## config.mk

```make
export PLATFORM = sky130hd
export DESIGN_NAME = regfile_write_queue
export DESIGN_NICKNAME = d
export VERILOG_FILES = /design/src/rtl/regfile_write_queue.sv
export SDC_FILE = /design/constraint.sdc
export NUM_CORES = 1
export LEC_CHECK = 0
export CELL_PAD_IN_SITES_DETAIL_PLACEMENT = 0
export CELL_PAD_IN_SITES_GLOBAL_PLACEMENT = 1
export CORE_ASPECT_RATIO = 0.75
export CORE_UTILIZATION = 30
export CTS_BUF_LIST = sky130_fd_sc_hd__clkbuf_8
export CTS_CLUSTER_DIAMETER = 100
export CTS_CLUSTER_SIZE = 10
export DETAILED_ROUTE_END_ITERATION = 12
export DONT_BUFFER_PORTS = 1
export GPL_TIMING_DRIVEN = 1
export MAX_ROUTING_LAYER = met4
export PLACE_DENSITY_LB_ADDON = 0.15
export SLEW_MARGIN = 20
export SYNTH_ARGS = -nofsm -noshare
export SYNTH_HDL_FRONTEND = slang
export SYNTH_SLANG_ARGS = --single-unit
```

## constraint.sdc

```tcl
create_clock -name clk -period 4.5 [get_ports clk]
set_clock_uncertainty 0.05 [all_clocks]
set_input_delay 1.125 -clock clk [delete_from_list [all_inputs] [get_ports clk]]
set_output_delay 1.125 -clock clk [all_outputs]
set_load 0.01 [all_outputs]
```

## src/rtl/regfile_write_queue.sv

```systemverilog
// In-order write-back queue feeding a 2**ADDR_W x DATA_W register file.
// Retires one entry per cycle as a one-hot write enable and provides two read-bypass ports.
module regfile_write_queue #(
  parameter int DEPTH  = 4,
  parameter int DATA_W = 16,
  parameter int ADDR_W = 4
) (
  input  logic                clk,
  input  logic                rst,
  input  logic                in_valid,
  output logic                in_ready,
  input  logic [ADDR_W-1:0]   in_reg,
  input  logic [DATA_W-1:0]   in_data,
  output logic [DATA_W-1:0]   wr_data,
  output logic [2**ADDR_W-1:0] wr_enable,
  input  logic [ADDR_W-1:0]   rd_reg1,
  input  logic [ADDR_W-1:0]   rd_reg2,
  output logic                byp_hit1,
  output logic [DATA_W-1:0]   byp_data1,
  output logic                byp_hit2,
  output logic [DATA_W-1:0]   byp_data2,
  output logic [ADDR_W:0]     pending
);

  localparam int PTR_W = $clog2(DEPTH);
  localparam int NREG  = 2**ADDR_W;
  localparam logic [ADDR_W:0] DEPTH_V = (ADDR_W+1)'(DEPTH);

  logic [ADDR_W-1:0] reg_mem_r  [DEPTH];
  logic [DATA_W-1:0] data_mem_r [DEPTH];
  logic [PTR_W-1:0]  head_r;
  logic [PTR_W-1:0]  tail_r;
  logic [ADDR_W:0]   count_r;
  logic              push_s;
  logic              pop_s;
  logic [PTR_W-1:0]  slot_s;
  logic              occ_s;

  // Register 0 writes are acknowledged but never stored.
  assign in_ready = !rst && (count_r < DEPTH_V);
  assign push_s   = in_valid && in_ready && (in_reg != {ADDR_W{1'b0}});
  assign pop_s    = (count_r != {(ADDR_W+1){1'b0}});
  assign pending  = count_r;

  // Entry storage; contents are not cleared by reset.
  always_ff @(posedge clk) begin
    if (push_s) begin
      reg_mem_r[tail_r]  <= in_reg;
      data_mem_r[tail_r] <= in_data;
    end
  end

  // Pointer and occupancy bookkeeping.
  always_ff @(posedge clk or posedge rst) begin
    if (rst) begin
      head_r  <= {PTR_W{1'b0}};
      tail_r  <= {PTR_W{1'b0}};
      count_r <= {(ADDR_W+1){1'b0}};
    end else begin
      if (push_s) begin
        tail_r <= tail_r + PTR_W'(1);
      end
      if (pop_s) begin
        head_r <= head_r + PTR_W'(1);
      end
      case ({push_s, pop_s})
        2'b10:   count_r <= count_r + (ADDR_W+1)'(1);
        2'b01:   count_r <= count_r - (ADDR_W+1)'(1);
        default: count_r <= count_r;
      endcase
    end
  end

  // Head entry drives the register file whenever the queue is non-empty.
  always_comb begin
    wr_data   = {DATA_W{1'b0}};
    wr_enable = {NREG{1'b0}};
    if (pop_s) begin
      wr_data   = data_mem_r[head_r];
      wr_enable = NREG'(1) << reg_mem_r[head_r];
    end else begin
      wr_data   = {DATA_W{1'b0}};
      wr_enable = {NREG{1'b0}};
    end
  end

  // Bypass scan from oldest to youngest so the youngest match wins.
  always_comb begin
    byp_hit1  = 1'b0;
    byp_data1 = {DATA_W{1'b0}};
    byp_hit2  = 1'b0;
    byp_data2 = {DATA_W{1'b0}};
    slot_s    = {PTR_W{1'b0}};
    occ_s     = 1'b0;
    for (int i = 0; i < DEPTH; i++) begin
      slot_s = head_r + PTR_W'(i);
      occ_s  = ((ADDR_W+1)'(i) < count_r);
      if (occ_s && (rd_reg1 != {ADDR_W{1'b0}}) && (reg_mem_r[slot_s] == rd_reg1)) begin
        byp_hit1  = 1'b1;
        byp_data1 = data_mem_r[slot_s];
      end else begin
        byp_hit1  = byp_hit1;
        byp_data1 = byp_data1;
      end
      if (occ_s && (rd_reg2 != {ADDR_W{1'b0}}) && (reg_mem_r[slot_s] == rd_reg2)) begin
        byp_hit2  = 1'b1;
        byp_data2 = data_mem_r[slot_s];
      end else begin
        byp_hit2  = byp_hit2;
        byp_data2 = byp_data2;
      end
    end
  end

endmodule

```

; Word-level counts from Yosys, hierarchy flattened
; Memory sizes are Yosys's and may differ from the RTL's.
; Index checks and enable logic that the tools add are counted.
[word_totals]
regBits = 9
latchBits = 0
mem_bits_rw = 80
rom_bits = 0
inputBits = 31
output_inout_bits = 72
wordCells = 73
memories = 2
[memory_table]
columns = name, words, word_bits, read_ports, rd_clocked_by_memory_dff, wr, line
row1 = data_mem_r, 4, 16, 4, 0, 1, 30  ; logic [DATA_W-1:0] data_mem_r [DEPTH];
row2 = reg_mem_r, 4, 4, 4, 0, 1, 29  ; logic [ADDR_W-1:0] reg_mem_r [DEPTH];
[op_classes]
addsub = 6
mul = 0
n_div = 0
magnitude_cmp = 5
n_eq_ne = 10
shift = 1
muxes = 21
n_bitwise = 0
n_reduce_logical = 25
[ops]
columns = cell, n
row1 = $mux 16, 10
row2 = $eq 4x4->1, 8
row3 = $logic_and 1x1->1, 19
row4 = $shl 1x4->16 const A, 1
row5 = $reduce_bool 4->1, 3
row6 = $lt 1x5->1 const A, 2
row7 = $lt 2x5->1 const A, 2
row8 = $mux 1, 10
row9 = $pmux 5 s2, 1
row10 = $add 5x1->5 const B, 1
row11 = $lt 5x3->1 const B, 1
row12 = $reduce_bool 5->1, 1
row13 = $sub 5x1->5 const B, 1
row14 = $add 2x1->2 const B, 2
row15 = $add 2x2->2 const B, 2
row16 = $eq 2x1->1 const B, 1
row17 = $eq 2x2->1 const B, 1
row18 = $reduce_bool 2->1, 1
row19 = $logic_not 1->1, 1

; Logic depth before layout (Yosys ltp)
; Gate-level depths: netlist of run 1.
[depth]
word_depth = 7
ltp_mapped = 10
mapped_depth_nobuf = 8

; Worst setup path after synthesis of run 1
; Ideal clock, no wire load.
[synth_path]
path_type = in2out
startpoint = input rd_reg1[1]
endpoint = output byp_data1[5]
arrival_time_ps = 2923
required_ps = 3325
slack_ps = 402
cell_stages = 8
path_buffers = 2
cell_sequence = clkbuf_1 -> nor4_1 -> or3_1 -> a211oi_2 -> a211oi_2 -> buf_6 -> a221oi_1 -> o22ai_1
[synth_between]
elab_chain_cells = 7
elab_cells_between_ends = 17
classes_between = 4 x eq/ne / 4 x mux / 9 x reduce/logical
[synth_lines]
columns = element, line
row1 = start: declaration, 16  ; input logic [ADDR_W-1:0] rd_reg1,
row2 = $reduce_bool 4->1, 98  ; if (occ_s && (rd_reg1 != {ADDR_W{1'b0}}) && (reg_mem_r[slot_s] == rd_reg1)) begin
row3 = $logic_and 1x1->1 (2 in series), 98
row4 = $mux 16 (3 in series), 98
row5 = $mux 16 *, 98
row6 = end: declaration, 19  ; output logic [DATA_W-1:0] byp_data1,
; Mark *: on every way between the ends. The rest lies on a longest branch, timed or not.

; Final worst setup path of run 1
[layout_path]
startpoint = register head_r[0]
endpoint = output byp_data1[8]
[layout_between]
elab_chain_cells = 7
elab_cells_between_ends = 17
classes_between = 3 x add/sub / 4 x eq/ne / 4 x mux / 4 x reduce/logical / 2 x memory
[layout_lines]
columns = element, line
row1 = start: declaration, 31  ; logic [PTR_W-1:0] head_r;
row2 = start signal: assignment, 56  ; head_r <= {PTR_W{1'b0}};
row3 = start signal: assignment, 64  ; head_r <= head_r + PTR_W'(1);
row4 = $add 2x1->2 or $mem_v2 4x4 (tied branches), n/a
row5 = $mem_v2 4x4 or $eq 4x4->1 (tied branches), n/a
row6 = $eq 4x4->1 or $logic_and 1x1->1 (tied branches), 98
row7 = $logic_and 1x1->1 or $mux 16 (tied branches), 98
row8 = $mux 16 (2 in series), 98
row9 = $mux 16 *, 98
; Marks and branches as above.

==> results of run 1 <==
area by class of cell:
type / instances / share of cell area, %
multi-input combinational: 440 / 50.2
sequential: 89 / 35.0
timing repair buffer: 59 / 6.77
tap: 288 / 4.79
clock buffer: 10 / 1.83
clock inverter: 6 / 0.998
inverter: 8 / 0.399
timing repair:
| action | 4_1_cts | 5_1_grt |
|---|---|---|
| buffers inserted | 6 | 3 |
| gates resized for setup | 0 | 3 |
| setup endpoints to repair | 12 | 9 |
| pin swaps | 1 | 1 |
cell usage in the layout, fill, tap and decap left out, types with 11 or more instances in the layout:
| master | Yosys | routed |
|---|---|---|
| nand3_1 | 19 | 19 |
| and2_1 | 27 | 27 |
| buf_4 | 1 | 53 |
| mux2_2 | 17 | 17 |
| a31oi_1 | 13 | 13 |
| xor2_1 | 12 | 12 |
| mux4_2 | 47 | 47 |
| o21ai_0 | 29 | 29 |
| nor2_1 | 41 | 41 |
| o22ai_1 | 19 | 19 |
| nor3_1 | 21 | 21 |
| mux2i_1 | 30 | 30 |
| edfxtp_1 | 80 | 80 |
| nand2_1 | 29 | 29 |
| a221oi_1 | 18 | 18 |
| a21oi_1 | 21 | 21 |
| o21ai_1 | 11 | 11 |
| xnor2_1 | 18 | 18 |
per-layer routing:
| metal | vias up | global-route usage (%) | part of all wire (%) |
|---|---|---|---|
| met5 | - | - | 0 |
| met4 | 0 | 4.88 | 1.3 |
| met3 | 20 | 3.96 | 6.6 |
| met2 | 177 | 27.4 | 44 |
| met1 | 2662 | 27.1 | 48 |
| li1 | 2332 | - | - |
stage by stage:
step / power [uW] / setup WS (ns) / std cells / utilization [%]
after floorplan: 3480 / 0.402 / 585 / -
after global placement: 4320 / 0.339 / 875 / 33.4
after detailed placement: 4350 / 0.293 / 875 / 33.4
after CTS: 5040 / 0.0480 / 897 / 34.7
after global routing: 5380 / 0.00643 / 900 / 35.0
final: 5040 / 0.130 / 900 / 35.0
sequential cells by signal, indices dropped and copies added, names as in the netlist:
signal      count
head_r          2
reg_mem_r      16
data_mem_r     64
pending         5
tail_r          2
power by group:
group	internal (uW)	switching, uW	total, uW
combinational	1400	1910	3320
sequential	976	133	1110
clock	280	336	616
total	2660	2380	5040
kinds of logic (layout without fill, tap and decap cells):
logic type	after synthesis	in the layout	synth area share [%]
adder cells (fa/ha/maj)	9	9	1.68
XOR/XNOR	31	31	4.16
AO/OA/AOI/OAI	136	136	13.4
buffers and inverters	56	83	4.48
flip-flops	89	89	39.2
AND/OR/NAND/NOR	169	169	13.6
multiplexers	95	95	23.5
worst paths after layout:
kind | from | slack, ns | end
worst max-delay path | head_r[0] | 0.13 | byp_data1[8]
worst min-delay path | pending[4] | 0.54 | pending[4]
worst max register to register | pending[2] | 1.50 | data_mem_r[0][9]
worst min register to register | pending[4] | 0.54 | pending[4]
max in group asynchronous | rst | 3.53 | head_r[0]
min in group asynchronous | rst | 0.55 | pending[3]
critical path, cell delays in order, from the launching register on:
cell	delay (ns)
dfrtp_4	0.51
buf_6	0.21
mux4_2	0.65
xnor2_2	0.16
o211ai_1	0.14
a211oi_2	0.32
buf_12	0.21
a221oi_1	0.10
o22ai_1	0.33
buf_4	0.19
==> flow_summary.yaml, run 1 <==
clocking:
  clk_latency_ns: 0.39
  cts.clk_slew.worst_paths_ns: 0.10
  numClockSinks: 89
  cts_made_buffers: 9
  ctsHoldBuffers: 0
  cts_tree: "done"
  htreeDepth: 3
  ctsRootBufferMaster: "clkbuf_8"
  clock_path_buffers: 2
synth:
  netlist_top_cells_count: "80 x edfxtp_1, 47 x mux4_2, 41 x nor2_1"
  yosys-top-cells-area: "edfxtp_1 36%, mux4_2 16%, mux2i_1 4.5%"
  synth-edff-count: 80
  synthFlopType: "edfxtp_1"
  ys_ff_latch: 89
  syn_nets: 625
  synth.distinct_cells: 54
  synth_top_area_cell: "edfxtp_1"
  synth.top_cell.area_share_pct: 35.8
  avgSynthCellArea_sq_um: 11.5
  syn_inst: 585
  synth_warnings: 0
  synth_seq_area_share_pct: 39.2
  synthArstFlopShare_pct: 10.1
  synth_most_common_cell: "edfxtp_1"
  syn_area_sq_mm: 0.00670
drt:
  ant_nets: 0
  dr.pass1.iters: 5
  wl_microns: 20900
  wire_per_inst_microns: 23.2
  drt_iter0_drc: 372
  drcViolationCount: 0
  vias: 5191
  routed_via_density: 5.77
flow_run:
  drv_cap: 0
floorplanning:
  die_height_microns: 131
  start_util_pct: 31.1
  design.core.area_sq_mm: 0.0215
  die_area_sq_mm: 0.0229
  die_w_microns: 175
  num_rows: 46
  ios: 103
worst_hold_path:
  hold_class: "flip-flop to flip-flop"
  whs_path_depth: 1
sta:
  hold_violations: 0
  grt_setup_unrepaired: "no"
  fin_crit_ns: 4.37
  slew_viol_final: 0
  relSlewSlack_pct: 44.0
  finalCritPeriodShare_pct: 97.1
  holdWs_ns: 0.543
  worst_pin_slew_ns: 0.833
  finalSetupViolCount: 0
  fmax_ghz: 0.229
  fin_setup_tns_ns: 0
placed_design:
  place_congestion: 0.888
  port_buffers: 0
  dp_hpwl_microns: 14600
  placed_cell_area_sq_mm: 0.00720
cells_and_area:
  multi_input_area_sq_mm: 0.00378
  n_antenna_cell: 0
  area_delta_synth_final_pct: 12.3
  fillers: 2163
  final_nets: 647
  drive_gt1_share_pct: 28.1
  fin_area_sq_mm: 0.00752
  seqCellArea_sq_mm: 0.00264
grt:
  grt_pass1_vias: 4939
  grt_pass1_wl_microns: 31700
  gr-total-overflow: 0
  grt_max_degree: 39
  antenna_found_initial: 0
  grt_use_total_pct: 19.0
setup_path:
  crit_fanout: 16
  cp-start-kind: "flip-flop"
  worst-r2r-cell-count: 4
  path_class: "flip-flop to output pin"
  arrival_ns: 3.19
  crit_required_ns: 3.32
  crit_path_end_kind: "output pin"
power_and_ir_drop:
  peakVddDrop_mv: 0.208
  p_per_area_mw_per_mm2: 670
  p_leak_uw: 0.00248
run_status:
  status: "completed"
No activity file was read; power rests on OpenSTA's default activity.
==> inputs of run 2 (changes only) <==
--- a/config.mk
+++ b/config.mk
@@ -10,8 +10,7 @@
 export CORE_ASPECT_RATIO = 0.75
 export CORE_UTILIZATION = 30
 export CTS_BUF_LIST = sky130_fd_sc_hd__clkbuf_8
-export CTS_CLUSTER_DIAMETER = 100
-export CTS_CLUSTER_SIZE = 10
+export CTS_CLUSTER_SIZE = 8
 export DETAILED_ROUTE_END_ITERATION = 12
 export DONT_BUFFER_PORTS = 1
 export GPL_TIMING_DRIVEN = 1
==> results of run 2 <==
The final DEF is identical to that of run 1; final timing and power are the same.
==> inputs of run 3 (changes only) <==
--- a/config.mk
+++ b/config.mk
@@ -16,6 +16,7 @@
 export GPL_TIMING_DRIVEN = 1
 export MAX_ROUTING_LAYER = met4
 export PLACE_DENSITY_LB_ADDON = 0.15
+export SKIP_LAST_GASP = 1
 export SLEW_MARGIN = 20
 export SYNTH_ARGS = -nofsm -noshare
 export SYNTH_HDL_FRONTEND = slang
==> results of run 3 <==
The final DEF is identical to that of run 1; final timing and power are the same.
